$ cat config.mk
export PLATFORM = sky130hd
export DESIGN_NAME = key_debounce_ms
export DESIGN_NICKNAME = d
export VERILOG_FILES = /design/src/rtl/key_debounce_pkg.sv /design/src/rtl/key_debounce_ch.sv /design/src/rtl/key_debounce_ms.sv
export SDC_FILE = /design/constraint.sdc
export NUM_CORES = 1
export LEC_CHECK = 0
export CAP_MARGIN = 20
export CORE_ASPECT_RATIO = 1.25
export CORE_MARGIN = 4
export CORE_UTILIZATION = 39
export CTS_BUF_LIST = sky130_fd_sc_hd__clkbuf_4
export DETAILED_ROUTE_END_ITERATION = 16
export PLACE_DENSITY = 0.64
export SLEW_MARGIN = 20
export SYNTH_ARGS = -nofsm -noshare
export SYNTH_HDL_FRONTEND = slang
export SYNTH_SLANG_ARGS = --single-unit
$ cat constraint.sdc
create_clock -name clk -period 4.8 [get_ports clk]
set_clock_uncertainty 0.2 [all_clocks]
set_input_delay 1.2 -clock clk [delete_from_list [all_inputs] [get_ports clk]]
set_output_delay 1.2 -clock clk [all_outputs]
set_load 0.02 [all_outputs]
$ cat src/rtl/key_debounce_pkg.sv
// Shared types and helpers for the key_debounce_ms slice.
// Holds the channel state encoding, counter sizing and parameter checks.
package key_debounce_pkg;

    typedef enum logic [1:0] {
        ST_RELEASED     = 2'd0,
        ST_PRESS_WAIT   = 2'd1,
        ST_PRESSED      = 2'd2,
        ST_RELEASE_WAIT = 2'd3
    } key_state_e;

    // Smallest counter width able to hold the value long_ms.
    function automatic int cnt_w_min(input int long_ms);
        return $clog2(long_ms + 1);
    endfunction

    function automatic logic params_ok(
        input int deb_ms,
        input int long_ms,
        input int cnt_w
    );
        return (deb_ms >= 1)
            && (long_ms > deb_ms)
            && (cnt_w >= cnt_w_min(long_ms))
            && (cnt_w <= 31);
    endfunction

endpackage

$ cat src/rtl/key_debounce_ch.sv
// One debounced key channel: 2-FF sync, 4-state FSM, debounce/hold counters.
// Ports: clk, RST_N, tick_1ms enable, key_n raw active-low input;
// key_level/key_press/key_release/key_long registered outputs.
module key_debounce_ch
    import key_debounce_pkg::*;
#(
    parameter int DEBOUNCE_MS = 20,
    parameter int LONG_MS     = 1000,
    parameter int CNT_W       = 10
) (
    input  logic clk,
    input  logic RST_N,
    input  logic tick_1ms,
    input  logic key_n,
    output logic key_level,
    output logic key_press,
    output logic key_release,
    output logic key_long
);

    localparam logic [CNT_W-1:0] DEB_LAST = CNT_W'(DEBOUNCE_MS);
    localparam logic [CNT_W-1:0] LONG_MAX = CNT_W'(LONG_MS);
    localparam logic [CNT_W-1:0] ONE      = CNT_W'(1);

    logic [1:0]       sync_q, sync_d;
    key_state_e       state_q, state_d;
    logic [CNT_W-1:0] cnt_q, cnt_d;
    logic [CNT_W-1:0] hold_q, hold_d;
    logic             level_q, level_d;
    logic             press_q, press_d;
    logic             release_q, release_d;
    logic             long_q, long_d;

    logic             k;
    logic [CNT_W-1:0] cnt_inc;
    logic [CNT_W-1:0] hold_inc;

    assign k        = ~sync_q[1];
    assign cnt_inc  = cnt_q + ONE;
    assign hold_inc = hold_q + ONE;

    always_ff @(posedge clk or negedge RST_N) begin
        if (!RST_N) begin
            sync_q    <= 2'b11;
            state_q   <= ST_RELEASED;
            cnt_q     <= '0;
            hold_q    <= '0;
            level_q   <= 1'b0;
            press_q   <= 1'b0;
            release_q <= 1'b0;
            long_q    <= 1'b0;
        end else begin
            sync_q    <= sync_d;
            state_q   <= state_d;
            cnt_q     <= cnt_d;
            hold_q    <= hold_d;
            level_q   <= level_d;
            press_q   <= press_d;
            release_q <= release_d;
            long_q    <= long_d;
        end
    end

    // An input change always takes priority over a coincident tick.
    always_comb begin
        sync_d    = {sync_q[0], key_n};
        state_d   = state_q;
        cnt_d     = cnt_q;
        hold_d    = hold_q;
        press_d   = 1'b0;
        release_d = 1'b0;
        long_d    = 1'b0;

        unique case (state_q)
            ST_RELEASED: begin
                if (k) begin
                    state_d = ST_PRESS_WAIT;
                    cnt_d   = '0;
                end
            end
            ST_PRESS_WAIT: begin
                if (!k) begin
                    state_d = ST_RELEASED;
                    cnt_d   = '0;
                end else if (tick_1ms) begin
                    if (cnt_inc == DEB_LAST) begin
                        state_d = ST_PRESSED;
                        cnt_d   = '0;
                        press_d = 1'b1;
                    end else begin
                        cnt_d = cnt_inc;
                    end
                end
            end
            ST_PRESSED: begin
                if (!k) begin
                    state_d = ST_RELEASE_WAIT;
                    cnt_d   = '0;
                end else if (tick_1ms && (hold_q != LONG_MAX)) begin
                    // Saturation at LONG_MAX makes the long pulse one-shot.
                    hold_d = hold_inc;
                    long_d = (hold_inc == LONG_MAX);
                end
            end
            ST_RELEASE_WAIT: begin
                if (k) begin
                    // Bounce back: hold count kept so long-press is not re-armed.
                    state_d = ST_PRESSED;
                    cnt_d   = '0;
                end else if (tick_1ms) begin
                    if (cnt_inc == DEB_LAST) begin
                        state_d   = ST_RELEASED;
                        cnt_d     = '0;
                        hold_d    = '0;
                        release_d = 1'b1;
                    end else begin
                        cnt_d = cnt_inc;
                    end
                end
            end
            default: begin
                state_d = ST_RELEASED;
                cnt_d   = '0;
                hold_d  = '0;
            end
        endcase

        level_d = (state_d == ST_PRESSED) || (state_d == ST_RELEASE_WAIT);
    end

    assign key_level   = level_q;
    assign key_press   = press_q;
    assign key_release = release_q;
    assign key_long    = long_q;

endmodule

$ cat src/rtl/key_debounce_ms.sv
// Multi-channel push-button debouncer driven by a 1 ms tick enable.
// Ports: clk, RST_N, tick_1ms, key_n[N_KEYS]; per-key level/press/release/long.
module key_debounce_ms
    import key_debounce_pkg::*;
#(
    parameter int N_KEYS      = 4,
    parameter int DEBOUNCE_MS = 20,
    parameter int LONG_MS     = 1000,
    parameter int CNT_W       = 10
) (
    input  logic              clk,
    input  logic              RST_N,
    input  logic              tick_1ms,
    input  logic [N_KEYS-1:0] key_n,
    output logic [N_KEYS-1:0] key_level,
    output logic [N_KEYS-1:0] key_press,
    output logic [N_KEYS-1:0] key_release,
    output logic [N_KEYS-1:0] key_long
);

    if (!params_ok(DEBOUNCE_MS, LONG_MS, CNT_W)) begin : g_param_err
        $error("key_debounce_ms: illegal DEBOUNCE_MS/LONG_MS/CNT_W");
    end

    for (genvar i = 0; i < N_KEYS; i++) begin : g_ch
        key_debounce_ch #(
            .DEBOUNCE_MS (DEBOUNCE_MS),
            .LONG_MS     (LONG_MS),
            .CNT_W       (CNT_W)
        ) u_ch (
            .clk         (clk),
            .RST_N       (RST_N),
            .tick_1ms    (tick_1ms),
            .key_n       (key_n[i]),
            .key_level   (key_level[i]),
            .key_press   (key_press[i]),
            .key_release (key_release[i]),
            .key_long    (key_long[i])
        );
    end

endmodule
### After elaboration in Yosys (flattened, before gate mapping)

Index checks and enable logic that the tools add are counted.

* input bits: 7
* bits in registers: 112

* equal/unequal tests: 60
* reduce and logical (&&, ||, !) cells: 24
* muxes and demuxes: 124
* add/subtract/negate cells: 8

Operators by type and width (count)
* $mux 10: 44
* $pmux 10 s4: 4
* $add 10x1->10 const B: 8
* $pmux 10 s2: 4
* $mux 2: 32
* $eq 10x10->1 const B: 4
* $eq 10x5->1 const B: 4
* $ne 10x10->1 const B: 4
* $mux 1: 36
* $eq 2x2->1 const B: 16
* $ne 2x1->1 const B: 16
* $pmux 2 s4: 4
* $ne 2x2->1 const B: 12
* $reduce_and 6->1: 4
* $eq 2x1->1 const B: 4
* $logic_not 2->1: 4
* $reduce_and 2->1: 4
* $reduce_bool 2->1: 4
* $logic_and 1x1->1: 4
* $logic_or 1x1->1: 4

### Depth between registers and ports, before layout

* depth after elaboration: 8
* mapped depth: 8
* gate-level depth less buffers: 7

### Cells and area by module

Synthesis repeated with hierarchy kept, for this count alone.

* cell total of the unflattened synthesis: 724
* area total of the unflattened synthesis: 6979.2 sq um

Modules (own cells, without submodules)
* key_debounce_ch at g_ch[1].u_ch ...: sequential area each 703.2 sq um, area each 1784.2 sq um, instances 2, cells an instance 178
* key_debounce_ch at g_ch[0].u_ch: sequential area each 703.2 sq um, area each 1759.2 sq um, instances 1, cells an instance 193
* key_debounce_ch at g_ch[3].u_ch: sequential area each 703.2 sq um, area each 1651.6 sq um, instances 1, cells an instance 175

### Worst setup path before layout

Ideal clock, no wire load.

* path kind: in2reg
* start: input port tick_1ms
* end: register g_ch[0].u_ch.hold_q[7]
* arrival: 2325 ps
* path buffers: 1
* stages: 6
* data required time: 4471 ps
* path slack: 2146 ps
* cell sequence: buf_2 -> nand4bb_1 -> a41oi_1 -> nand2_1 -> o211ai_1 -> o31ai_1

* longest elaborated chain between the ends: 3
* elaborated cells between the ends (all ways): 4
* classes of those cells: eq/ne: 2; reduce/logical: 2

Ends and longest elaborated chain
* from (decl): RTL line key_debounce_ms.sv:13 `input logic tick_1ms,`
* $logic_and 1x1->1: RTL line key_debounce_ch.sv:99 `end else if (tick_1ms && (hold_q != LONG_MAX)) begin`
* $ne 2x1->1 (no line)
* $reduce_and 6->1 (no line) *
* to (signal assigned): RTL line key_debounce_ch.sv:56 `hold_q <= hold_d;`
* to (decl): RTL line key_debounce_ch.sv:28 `logic [CNT_W-1:0] hold_q, hold_d;`

Every way passes the cells marked *; elsewhere a longest branch is shown, timed or not.
A chain may end at the register's enable or synchronous reset.

### Worst setup path after layout

Same ends and word-level chain as after synthesis.

==> results.yml <==
outcome:
  status: "complete, no violations"
drt:
  drt-pass1-iter-count: 5
  via_count_normalized_by_instance_count: 5.64
  routed_wl_mm: 13.2
  detail_route.iter0.violations: 285
  routedWlPerCell_um: 14.1
  final_routed_drc_violation_total: 0
  detailroute.via_count: 5271
  route.antenna.remaining_nets: 0
timing:
  timing.final.hold_violations: 0
  maxClockFrequency_ghz: 0.329
  fin_hold_ws_ps: 168
  endpoints_failing_setup: 0
  maxSlewHeadroom_pct: 37.3
  timing.final.crit_period_ps: 3040
  slew_violations: 0
  period_share_pct: 63.2
  setup_repair_after_global_routing_missed_its_margin: "no"
  setup_tns_ps: 0
  tightestPinTransition_ps: 941
clock_network:
  clkSinkCount: 112
  cts.htree.levels: 3
  clock_insertion_delay_worst_skew_ps: 490
  clock_tree.root_cell: "clkbuf_4"
  cts-root-to-sink-buffers: 2
  clk_transition_reported_paths_ps: 160
  cts-buffers-inserted: 9
  clock_tree_from_tritoncts: "built"
  cts.hold.buffers_added: 0
  post_cts.resized_instances: 0
  post_cts_buffers: 0
logic_synthesis:
  yosys_most_used_dff: "dfrtp_1"
  seq_area_frac_synth_pct: 43.0
  syn_inst: 724
  yosys_warning_count: 0
  synth_top_cell_area_share_pct: 39.8
  yosys_register_bits: 112
  number_of_synthesized_flops_with_an_enable_pin: 0
  synth.net_count: 747
  synth.avg_cell_area_sq_um: 9.03
  async_flop_share_pct: 100
  yosysUniqueCellTypes: 73
  leading_area_contributor_after_synthesis: "dfrtp_1"
  synth.area.top_cells: "dfrtp_1, o21ai_0, nand2_1, dfstp_2, nor2_1"
  cell_area_after_synthesis_sq_um: 6540
layout:
  layout.filler_cells: 1582
  area_growth_pct: 6.64
  drive_gt1_share_pct: 7.10
  num-nets-final: 736
critical_path:
  worst-path-max-fanout: 37
  cp_slowest_stage_delay_ps: 500
  timing.critical_path.cells: "clkdlybuf4s50_1 -> buf_4 -> nand4bb_1 -> a41oi_1 -> nand2_1 -> o211ai_1 -> o31ai_1"
  required_ps: 4980
  setup.worst_path.start_class: "input pin"
  critPathCaptureType: "register"
  worstSetupPathType: "input pin to register"
  critPathSlowestCell: "a41oi_1"
  worstPathArrival_ps: 3220
floorplan:
  die_h_um: 153
  pin_count: 23
  die_area_sq_um: 18900
  initial_utilization_pct: 40.0
  placement_rows: 52
  core_region_area_sq_um: 16300
  die-width_um: 124
power_and_ir_drop:
  p_leak_nw: 2.82
  report.power.total_mw: 1.91
  power_density_nw_per_um2: 275
  worst_ir_drop_vdd_v: 0.000177
global_route:
  grt-ovfl-total: 0
  via_count_of_the_first_global_routing_pass: 5177
  wire_length_of_the_first_global_routing_pass_mm: 23.5
  grtUsageTotal_pct: 14.9
  grt_max_degree: 70
  antenna_violations_before_repair: 1
place:
  half_perimeter_wire_length_after_placement_mm: 9.22
  placement.io_buffers: 22
  gp_congestion: 0.857
flow_run:
  timing.max_cap.violations: 0
min_path:
  worst_hold_path_type: "register to register"
## report_power, final
part / total, mW / internal (mW) / switching, mW
clock network: 0.547 / 0.216 / 0.331
logic: 0.278 / 0.114 / 0.164
registers: 1.09 / 1.00 / 0.0879
total: 1.91 / 1.33 / 0.582
## flip-flops by register name, summed over array words and instances, names as in the netlist
signal and cells:
g_ch.u_ch.state_q 8, g_ch.u_ch.sync_q 8, g_ch.u_ch.key_press 4, g_ch.u_ch.key_long 4, g_ch.u_ch.cnt_q 40, g_ch.u_ch.hold_q 40
g_ch.u_ch.key_release 4, g_ch.u_ch.key_level 4
## area by class of cell
cell class	instances	area, sq um	share of cell area, %
repair buffers	27	255	3.66
clock buffers	9	67.6	0.969
clock inverters	7	103	1.47
flip-flops and latches	112	2810	40.4
well taps	216	270	3.88
multi-input cells	537	3360	48.2
inverters	26	98.8	1.42
diodes	1	2.50	0.0359
## cells by family after synthesis
group           after synthesis  share of synthesized area (%)
compound gates              174                           17.4
flops                       112                           43.0
simple gates                306                           25.2
xor+xnor                     31                           4.15
mux                          10                           1.57
fa+ha+maj                    16                           3.06
buf+inv                      75                           5.55
## metrics by stage
step,util (%),std cells,area (sq um),setup WS (ps)
floorplan,-,724,6540,2150
global placement,41.6,918,6800,1280
detailed placement,41.6,918,6800,1230
CTS,42.7,934,6970,1810
global route,42.7,935,6970,1560
finish,42.7,935,6970,1760
## per-layer routing
layer	wire length, um	global-route usage, %
met1	5870	18.8
met2	6700	24.9
met3	440	3.38
met4	177	4.75
met5	0	0
## cell usage after synthesis, drive strengths merged, types with 3 or more instances
cell	instances
dfrtp	104
nand2	80
o21ai	76
nor2	54
nand3	36
buf	31
nand4	26
inv	25
and3	23
xor2	21
clkbuf	18
nor3	18
o31ai	17
ha	16
a21oi	15
and2	12
nor4	11
o211ai	11
xnor2	10
nor3b	9
dfstp	8
mux2i	8
nor2b	8
or3	7
a211oi	6
o22ai	6
o41ai	5
a22o	4
a31oi	4
and3b	4
nand2b	4
nor4b	4
a21o	3
a311oi	3
a41oi	3
and4	3
nand4bb	3
o2111ai	3
## cells in the final DEF, fill, tap and decap left out, types with 4 or more instances in the layout
master / instances
nor4_1: 7
and3b_1: 4
nor3_1: 16
inv_1: 25
o21ai_1: 5
dfstp_2: 8
a31oi_1: 4
and2_1: 10
a211oi_1: 6
o31ai_1: 16
xnor2_1: 10
dfrtp_1: 104
xor2_1: 21
o41ai_1: 5
and3_1: 22
buf_4: 6
a22o_1: 4
nand2_1: 80
a21oi_1: 14
or3_1: 6
ha_1: 16
o22ai_1: 6
nand3_1: 36
mux2i_1: 8
nand4_1: 25
nor3b_1: 7
clkdlybuf4s50_1: 21
o211ai_1: 10
nor4b_1: 4
nor2b_1: 8
nand2b_1: 4
o21ai_0: 71
clkbuf_4: 9
nor2_1: 54
## worst paths after layout
check	start	end	slack (ps)	cells past startpoint
min in group asynchronous	RST_N	g_ch[1].u_ch.hold_q[3]$_DFFE_PN0P_	600	1
max in group asynchronous	RST_N	g_ch[2].u_ch.sync_q[0]$_DFF_PN1_	2870	2
hold reg to reg	g_ch[2].u_ch.sync_q[0]$_DFF_PN1_	g_ch[2].u_ch.sync_q[1]$_DFF_PN1_	170	0
setup reg to reg	g_ch[1].u_ch.hold_q[0]$_DFFE_PN0P_	g_ch[1].u_ch.hold_q[1]$_DFFE_PN0P_	2290	7
hold / removal	g_ch[2].u_ch.sync_q[0]$_DFF_PN1_	g_ch[2].u_ch.sync_q[1]$_DFF_PN1_	170	0
setup / recovery	tick_1ms	g_ch[0].u_ch.hold_q[7]$_DFFE_PN0P_	1760	7
## worst max-delay path: cells and delay by family
kind / cells / cell delay [ps]
AO/OA/AOI/OAI: 3 / 800
buffers and inverters: 2 / 790
AND/OR/NAND/NOR: 2 / 420
(Power assumes the default switching activity.)
